===== src/rtl/ret_addr_stack_if.sv =====
// Bus bundle for ret_addr_stack: command/data inputs (master drives) and stack status (slave drives).
interface ret_addr_stack_if #(
  parameter int unsigned DATA_W = 12,
  parameter int unsigned DEPTH  = 8
);
  localparam int unsigned CNT_W = $clog2(DEPTH + 1);

  logic              push;
  logic              pop;
  logic              flush;
  logic              clr_err;
  logic [DATA_W-1:0] push_data;
  logic [DATA_W-1:0] top_data;
  logic [CNT_W-1:0]  count;
  logic              empty;
  logic              full;
  logic              overflow;
  logic              underflow;

  modport master (
    output push, pop, flush, clr_err, push_data,
    input  top_data, count, empty, full, overflow, underflow
  );

  modport slave (
    input  push, pop, flush, clr_err, push_data,
    output top_data, count, empty, full, overflow, underflow
  );
endinterface


===== src/rtl/ret_addr_stack.sv =====
// Return-address stack with sticky overflow/underflow flags.
// Define RAS_OVF_WRAP_EN to make a push when full overwrite the oldest entry instead of dropping.
module ret_addr_stack #(
  parameter int unsigned DATA_W = 12,
  parameter int unsigned DEPTH  = 8
) (
  input logic               clk,
  input logic               reset,
  ret_addr_stack_if.slave   ras_io
);
  localparam int unsigned PTR_W = $clog2(DEPTH);
  localparam int unsigned CNT_W = $clog2(DEPTH + 1);
  localparam logic [CNT_W-1:0] FullCnt = CNT_W'(DEPTH);

  logic [DATA_W-1:0] mem_q [DEPTH];
  logic [PTR_W-1:0]  tp_q, tp_d;
  logic [CNT_W-1:0]  count_q, count_d;
  logic              ovf_q, ovf_d;
  logic              unf_q, unf_d;
  logic              wr_en;
  logic [PTR_W-1:0]  wr_idx;
  logic              is_empty, is_full;
  logic              ovf_set, unf_set;

  assign is_empty = (count_q == '0);
  assign is_full  = (count_q == FullCnt);

  always_comb begin
    tp_d    = tp_q;
    count_d = count_q;
    wr_en   = 1'b0;
    wr_idx  = tp_q;
    ovf_set = 1'b0;
    unf_set = 1'b0;
    if (ras_io.flush) begin
      count_d = '0;
    end else if (ras_io.push && ras_io.pop && !is_empty) begin
      wr_en  = 1'b1;
      wr_idx = tp_q;
    end else if (ras_io.push && !is_full) begin
      // Also covers push+pop on an empty stack.
      wr_en   = 1'b1;
      wr_idx  = tp_q + PTR_W'(1);
      tp_d    = tp_q + PTR_W'(1);
      count_d = count_q + CNT_W'(1);
    end else if (ras_io.push && !ras_io.pop) begin
      ovf_set = 1'b1;
`ifdef RAS_OVF_WRAP_EN
      // When full, slot tp+1 holds the oldest entry.
      wr_en  = 1'b1;
      wr_idx = tp_q + PTR_W'(1);
      tp_d   = tp_q + PTR_W'(1);
`endif
    end else if (ras_io.pop && !ras_io.push) begin
      if (is_empty) begin
        unf_set = 1'b1;
      end else begin
        tp_d    = tp_q - PTR_W'(1);
        count_d = count_q - CNT_W'(1);
      end
    end
    ovf_d = (ovf_q & ~ras_io.clr_err) | ovf_set;
    unf_d = (unf_q & ~ras_io.clr_err) | unf_set;
  end

  always_ff @(posedge clk or negedge reset) begin
    if (!reset) begin
      tp_q    <= '1;
      count_q <= '0;
      ovf_q   <= 1'b0;
      unf_q   <= 1'b0;
    end else begin
      tp_q    <= tp_d;
      count_q <= count_d;
      ovf_q   <= ovf_d;
      unf_q   <= unf_d;
    end
  end

  // Storage is not reset; it is never visible while the stack is empty.
  always_ff @(posedge clk) begin
    if (wr_en) begin
      mem_q[wr_idx] <= ras_io.push_data;
    end
  end

  assign ras_io.top_data  = is_empty ? '0 : mem_q[tp_q];
  assign ras_io.count     = count_q;
  assign ras_io.empty     = is_empty;
  assign ras_io.full      = is_full;
  assign ras_io.overflow  = ovf_q;
  assign ras_io.underflow = unf_q;
endmodule


===== src/flat_wrapper.sv =====
// flat-port wrapper written by rule: the top's interface ports become plain ports
module ret_addr_stack_flat 
#(
  parameter int unsigned DATA_W = 12,
  parameter int unsigned DEPTH  = 8
)
  (clk, reset, ras_io_push, ras_io_pop, ras_io_flush, ras_io_clr_err, ras_io_push_data, ras_io_top_data, ras_io_count, ras_io_empty, ras_io_full, ras_io_overflow, ras_io_underflow);
  ret_addr_stack_if #(.DATA_W(DATA_W), .DEPTH(DEPTH)) ras_io_i ();
  input logic clk;
  input logic reset;
  input wire logic [$bits(ras_io_i.push)-1:0] ras_io_push;
  input wire logic [$bits(ras_io_i.pop)-1:0] ras_io_pop;
  input wire logic [$bits(ras_io_i.flush)-1:0] ras_io_flush;
  input wire logic [$bits(ras_io_i.clr_err)-1:0] ras_io_clr_err;
  input wire logic [$bits(ras_io_i.push_data)-1:0] ras_io_push_data;
  output wire logic [$bits(ras_io_i.top_data)-1:0] ras_io_top_data;
  output wire logic [$bits(ras_io_i.count)-1:0] ras_io_count;
  output wire logic [$bits(ras_io_i.empty)-1:0] ras_io_empty;
  output wire logic [$bits(ras_io_i.full)-1:0] ras_io_full;
  output wire logic [$bits(ras_io_i.overflow)-1:0] ras_io_overflow;
  output wire logic [$bits(ras_io_i.underflow)-1:0] ras_io_underflow;
  assign ras_io_i.push = ras_io_push;
  assign ras_io_i.pop = ras_io_pop;
  assign ras_io_i.flush = ras_io_flush;
  assign ras_io_i.clr_err = ras_io_clr_err;
  assign ras_io_i.push_data = ras_io_push_data;
  assign ras_io_top_data = ras_io_i.top_data;
  assign ras_io_count = ras_io_i.count;
  assign ras_io_empty = ras_io_i.empty;
  assign ras_io_full = ras_io_i.full;
  assign ras_io_overflow = ras_io_i.overflow;
  assign ras_io_underflow = ras_io_i.underflow;
  ret_addr_stack #(.DATA_W(DATA_W), .DEPTH(DEPTH)) u_core (.clk(clk), .reset(reset), .ras_io(ras_io_i));
endmodule

===== config.mk =====
export PLATFORM = sky130hd
export DESIGN_NAME = ret_addr_stack_flat
export DESIGN_NICKNAME = d
export VERILOG_FILES = /design/src/rtl/ret_addr_stack_if.sv /design/src/rtl/ret_addr_stack.sv /design/src/flat_wrapper.sv
export SDC_FILE = /design/constraint.sdc
export NUM_CORES = 1
export LEC_CHECK = 0
export CORE_MARGIN = 4
export CORE_UTILIZATION = 45
export DETAILED_ROUTE_END_ITERATION = 8
export GPL_ROUTABILITY_DRIVEN = 1
export HOLD_SLACK_MARGIN = 0.03
export PLACE_DENSITY = 0.67
export RECOVER_POWER = 25
export SYNTH_ARGS = -nofsm -noshare
export SYNTH_HDL_FRONTEND = slang
export SYNTH_SLANG_ARGS = --single-unit

===== constraint.sdc =====
create_clock -name clk -period 3.93 [get_ports clk]
set_clock_uncertainty 0.05 [all_clocks]
set_input_delay 0.786 -clock clk [delete_from_list [all_inputs] [get_ports clk]]
set_output_delay 0.786 -clock clk [all_outputs]
set_load 0.02 [all_outputs]

== Word level (Yosys, flattened, before mapping) ==
Memories as Yosys holds them, arrays and structs flattened.
Cells that the tools add are included.
W data, S select, Z words.

* Register bits: 9
* Bits in writable memories: 96
* Bits of input ports: 18
* Output and inout port bits: 20
* Word-level logic and storage cells: 65
* Memories kept: 1

* $add $sub $neg: 4
* Equality and inequality tests: 6
* Mux-type cells: 29
* Bitwise logic cells: 7
* Reduce and logical (&&, ||, !) cells: 14

{| class="wikitable"
|+ Memories
! memory !! depth !! bits a word !! rd ports !! clocked after Yosys merged registers in !! wr ports !! RTL line !! text
|-
| u_core.mem_q || 8 || 12 || 1 || 0 || 1 || ret_addr_stack.sv:15 || <nowiki>logic [DATA_W-1:0] mem_q [DEPTH];</nowiki>
|}

{| class="wikitable"
|+ Operators by type and width
! cell !! number
|-
| $mux W4 || 6
|-
| $mux W3 || 7
|-
| $mux W1 || 15
|-
| $mux W12 || 1
|-
| $logic_and A1 B1 Y1 || 5
|-
| $reduce_and A5 Y1 || 1
|-
| $add A4 B1 Y4 const B || 1
|-
| $eq A4 B4 Y1 const B || 1
|-
| $logic_not A1 Y1 || 4
|-
| $logic_not A4 Y1 || 1
|-
| $ne A2 B2 Y1 const B || 2
|-
| $reduce_and A4 Y1 || 1
|-
| $sub A4 B1 Y4 const B || 1
|-
| $add A3 B1 Y3 const B || 1
|-
| $ne A3 B2 Y1 const B || 1
|-
| $ne A3 B3 Y1 const B || 1
|-
| $not A1 Y1 || 3
|-
| $reduce_bool A3 Y1 || 1
|-
| $sub A3 B1 Y3 const B || 1
|-
| $and A1 B1 Y1 || 2
|-
| $ne A2 B1 Y1 const B || 1
|-
| $or A1 B1 Y1 || 2
|-
| $reduce_bool A2 Y1 || 1
|}

== Longest topological paths before layout ==
* Depth in word-level cells: 8
* Gate-level depth with buffers: 9
* Mapped depth without buffers: 8

== Least setup slack after synthesis ==
OpenSTA, ideal clock, no wires.

* Kind: flip-flop to flip-flop
* Start: reg u_core.tp_q[0]
* End: mem u_core.mem_q[1][0] (enable)
* Setup time: 0.400 ns
* Arrival time: 3.539 ns
* Required time: 3.480 ns
* Path slack: -0.060 ns
* Stages on the path, launching flop included: 10
* Path buffers: 3
* Cell sequence: dfstp_2 buf_2 buf_2 inv_1 ha_1 clkbuf_1 or4b_2 nor3_1 nor3_1 a211oi_1

* Cells in the longest elaborated chain, start to end: 4

{| class="wikitable"
|+ Ends and longest elaborated chain
! what !! RTL line !! text
|-
| start: declaration || ret_addr_stack.sv:16 || <nowiki>logic [PTR_W-1:0] tp_q, tp_d;</nowiki>
|-
| start signal: assignment || ret_addr_stack.sv:73 || <nowiki>tp_q <= tp_d;</nowiki>
|-
| $add A3 B1 Y3 || ret_addr_stack.sv:43 || <nowiki>wr_idx = tp_q + PTR_W'(1);</nowiki>
|-
| $mux W3 || ret_addr_stack.sv:40 || <nowiki>end else if (ras_io.push && !is_full) begin</nowiki>
|-
| $mux W3 || ret_addr_stack.sv:37 || <nowiki>end else if (ras_io.push && ras_io.pop && !is_empty) begin</nowiki>
|-
| $mux W3 * || ret_addr_stack.sv:35 || <nowiki>if (ras_io.flush) begin</nowiki>
|-
| end: declaration || ret_addr_stack.sv:15 ||
|}

Mark *: on every way between the ends. The rest lies on a longest branch, timed or not.

== Final worst setup path ==
* Start: reg u_core.count_q[0], in the netlist u_core.ras_io.count[0]
* End: out ras_io_empty

* Cells in the longest elaborated chain, start to end: 1

{| class="wikitable"
|+ Ends and longest elaborated chain
! what !! RTL line !! text
|-
| start: declaration || ret_addr_stack.sv:17 || <nowiki>logic [CNT_W-1:0] count_q, count_d;</nowiki>
|-
| start signal: assignment || ret_addr_stack.sv:74 || <nowiki>count_q <= count_d;</nowiki>
|-
| $logic_not A4 Y1 || ret_addr_stack.sv:25 || <nowiki>assign is_empty = (count_q == '0);</nowiki>
|-
| end: declaration || flat_wrapper.sv:18 || <nowiki>output wire logic [$bits(ras_io_i.empty)-1:0] ras_io_empty;</nowiki>
|}

Every way passes these cells.

==> metrics <==
status finished, final reports clean; core area 9774 um2; Slowest cell on crit path or4_2; switch share 34.41%; YS warnings 0; setup TNS 0 ps; Vias 2,462; Psw 0.001267 W; Total Die Area 11,680 um2; Post-Layout Cell Count 445; Final setup viols 0; remaining antenna violation count 0; # hold bufs at CTS 0; first-pass GRT wire length 14.34 mm; startpoint types flop; drt total wl 8.915 mm; Synth area leaders edfxtp_1 (64%), mux4_2 (12%), dfrtp_1 (3.3%); row count 36; Worst VDD drop 0.0003439 V; clock-pin slew on the worst setup and hold paths 100 ps; Power Dens Cells 689.3 nW/um2; Yosys top cell area share 63.98%; CTS buffer count 9; pin count of the biggest net entering global routing 28; nature of the critical path endpoint primary output; final worst-path cycle share 91.81%; Starting Density 46.10%; post-CTS resize count 0; Hold Path Stages 2; Max Cap Viol 0; worst r2r path cells 7; Slowest Stage Delay on Critical Path 750 ps; critical path type reg2out; kind of cell adding the most delay to the critical path buffers and inverters; EDFF count, synth 96; CTS tree yes; Static Leak 1.787 nW; Hold Path End u_core.ras_io.underflow; crit path max fanout 12; Clock Sinks 105; DRC 0; Yosys reg bits 105; Post-CTS Setup Bufs 0; Seq pwr share 41.6%; reg-to-reg endpoint u_core.mem_q[4][6]; Die Width 108.1 um; Clk network pwr share 17.7%; IO Port Bufs 37; Syn Nets 281; Logic pwr share 40.7%; Mapped Area 4506 um2; H-tree lvl count 3; syn avg cell area 17.53 um2; Fmax achieved 0.2772 GHz; routed vias/inst 5.533; NumNets Final 332; Die Ht 108.1 um; detailed placement HPWL 5.728 mm; Arrival @ worst endpoint 2770 ps; Post-Synthesis Cells 257; Remaining Overflow, GRT 0; Rel. slew slack 50.56%; Routed WL per cell 20.03 um; Worst Max-Slew Pin Slew 741.6 ps; RSZ-0062 raised after global routing false; # placed instances 430; initial antenna violation count 0; vias in the first global route 2,504; Worst EP required 3090 ps; I/O pin cnt 38; Synth Flop Type edfxtp_1; area growth from synthesis to layout 18.52%; reg2reg setup slack 580 ps; min-delay src u_core.ras_io.underflow; fraction of layout cells with a size suffix above 1 23.40%; Seq/Total Area, Yosys 69.06%; min Tclk post-route 3608 ps; first-iteration detailed-routing DRC count 102; insertion delay of the later-clocked pin in the worst-skew pair 360 ps; DR pass1 iterations 4; Total Routing Usage GR 16.76%; Max clock buf depth 2; final hold violations 0; CTS root buf clkbuf_8; CP Cell Sequence or4_2, inv_1, buf_4, clkdlybuf4s50_1; Slew Viols, Final 0; Antenna diodes 0; Worst Hold Class reg2reg; leading area contributor after synthesis edfxtp_1; fillers 796; Synth async-reset ratio 8.571%; Internal 0.002414 W; Distinct cells, synth 48; Final GP Congestion 0.8005; FF-to-FF Start u_core.tp_q[0]; CP bufs+invs 3
[synthesized netlist by cell type, drive strengths merged (2+ instances only)]
master	number
or4b	3
a211oi	4
dfrtp	6
nand2	8
a31oi	2
o31a	2
inv	9
a21oi	6
a31o	2
and3	3
clkbuf	7
edfxtp	96
ha	6
mux4	24
a311oi	2
nor3	5
or3	2
xnor2	3
mux2i	14
buf	7
dfstp	3
nor2	16
o21ai	3
nor3b	2
nand3	4
o21a	2
[kinds of logic after synthesis]
| logic type | synth area share, % |
|---|---|
| and+or+nand+nor | 6.360 |
| adders and majority gates | 1.666 |
| muxes | 15.11 |
| buffers and inverters | 2.249 |
| AOI/OAI and AO/OA | 4.971 |
| xor gates and xnor gates | 0.5833 |
| DFF | 69.06 |
[layout by cell type (no fill, tap or decap), types with 2 or more instances in the layout]
cell / instances
clkdlybuf4s50_1: 29
nor3_1: 5
nor2_1: 16
nor3b_1: 2
inv_1: 9
xnor2_1: 3
nand3_1: 4
a311oi_2: 2
mux2i_1: 14
a21oi_1: 6
o21ai_0: 3
dfstp_2: 3
clkinvlp_4: 2
and3_1: 3
or4b_4: 2
a31o_2: 2
a211oi_2: 4
nand2_1: 8
clkbuf_8: 9
buf_4: 16
mux4_2: 24
dfrtp_1: 6
dlygate4sd3_1: 8
o21a_1: 2
a31oi_1: 2
edfxtp_1: 96
ha_1: 6
[power groups by stage]
stage               sequential (W)  clock (W)  combinational [W]
floorplan                  0.00146          0            0.00104
global placement           0.00155          0            0.00150
detailed placement         0.00156          0            0.00151
CTS                        0.00154   0.000662            0.00152
global route               0.00156   0.000720            0.00163
finish                     0.00153   0.000651            0.00150
[how the worst max path moves through the flow]
stage                            from            endpoint  slack, ps  cells past startpoint
2_1_floorplan          u_core.tp_q[0]  u_core.mem_q[5][0]        230                      9
3_3_place_gp              ras_io_push  u_core.mem_q[6][7]        610                      8
3_5_place_dp           u_core.tp_q[0]  u_core.mem_q[4][6]        580                      7
4_1_cts                u_core.tp_q[0]  ras_io_top_data[6]        290                      5
5_1_grt                u_core.tp_q[0]  ras_io_top_data[6]        150                      5
6_report       u_core.ras_io.count[0]        ras_io_empty        320                      4
[sequential cells by signal, indices dropped and copies added, names as in the netlist]
name,count
u_core.mem_q,96
u_core.ras_io.overflow,1
u_core.ras_io.count,4
u_core.ras_io.underflow,1
u_core.tp_q,3
[cell type report]
type                            count  area (um2)  share of cell area (%)
Inverter                            9       33.78                  0.6326
Clock buffer                        9       123.9                   2.320
Multi-Input combinational cell    129        1325                   24.81
Clock inverter                      6       68.82                   1.289
Sequential cell                   105        3112                   58.27
Tap cell                          133       166.4                   3.116
Timing Repair Buffer               54       510.5                   9.560
[layer usage]
metal	wire length, um	up-vias	GRT usage (%)
met4	79	0	3.697
met3	478	5	4.299
met1	3866	1253	23.88
met5	0	-	0
met2	4489	66	26.33
li1	-	1138	-
[tightest hold or removal path, cell delays in order, from the launching register on]
cell	delay, ps
dfrtp_1	400
inv_1	50
o21ai_0	70
[per-stage QoR]
step,hold WS [ps],worst slack [ps],area [um2],power (W),utilization [%]
after floorplan,440.4,227.9,4516,0.002500,-
after global placement,458.6,607.7,5147,0.003051,52.66
after CTS,493.9,286.8,5340,0.003724,54.63
final,500.4,321.9,5340,0.003681,54.63
after global routing,526.3,145.0,5340,0.003907,54.63
after detailed placement,471.1,584.3,5147,0.003077,52.66
(Power assumes the default switching activity.)
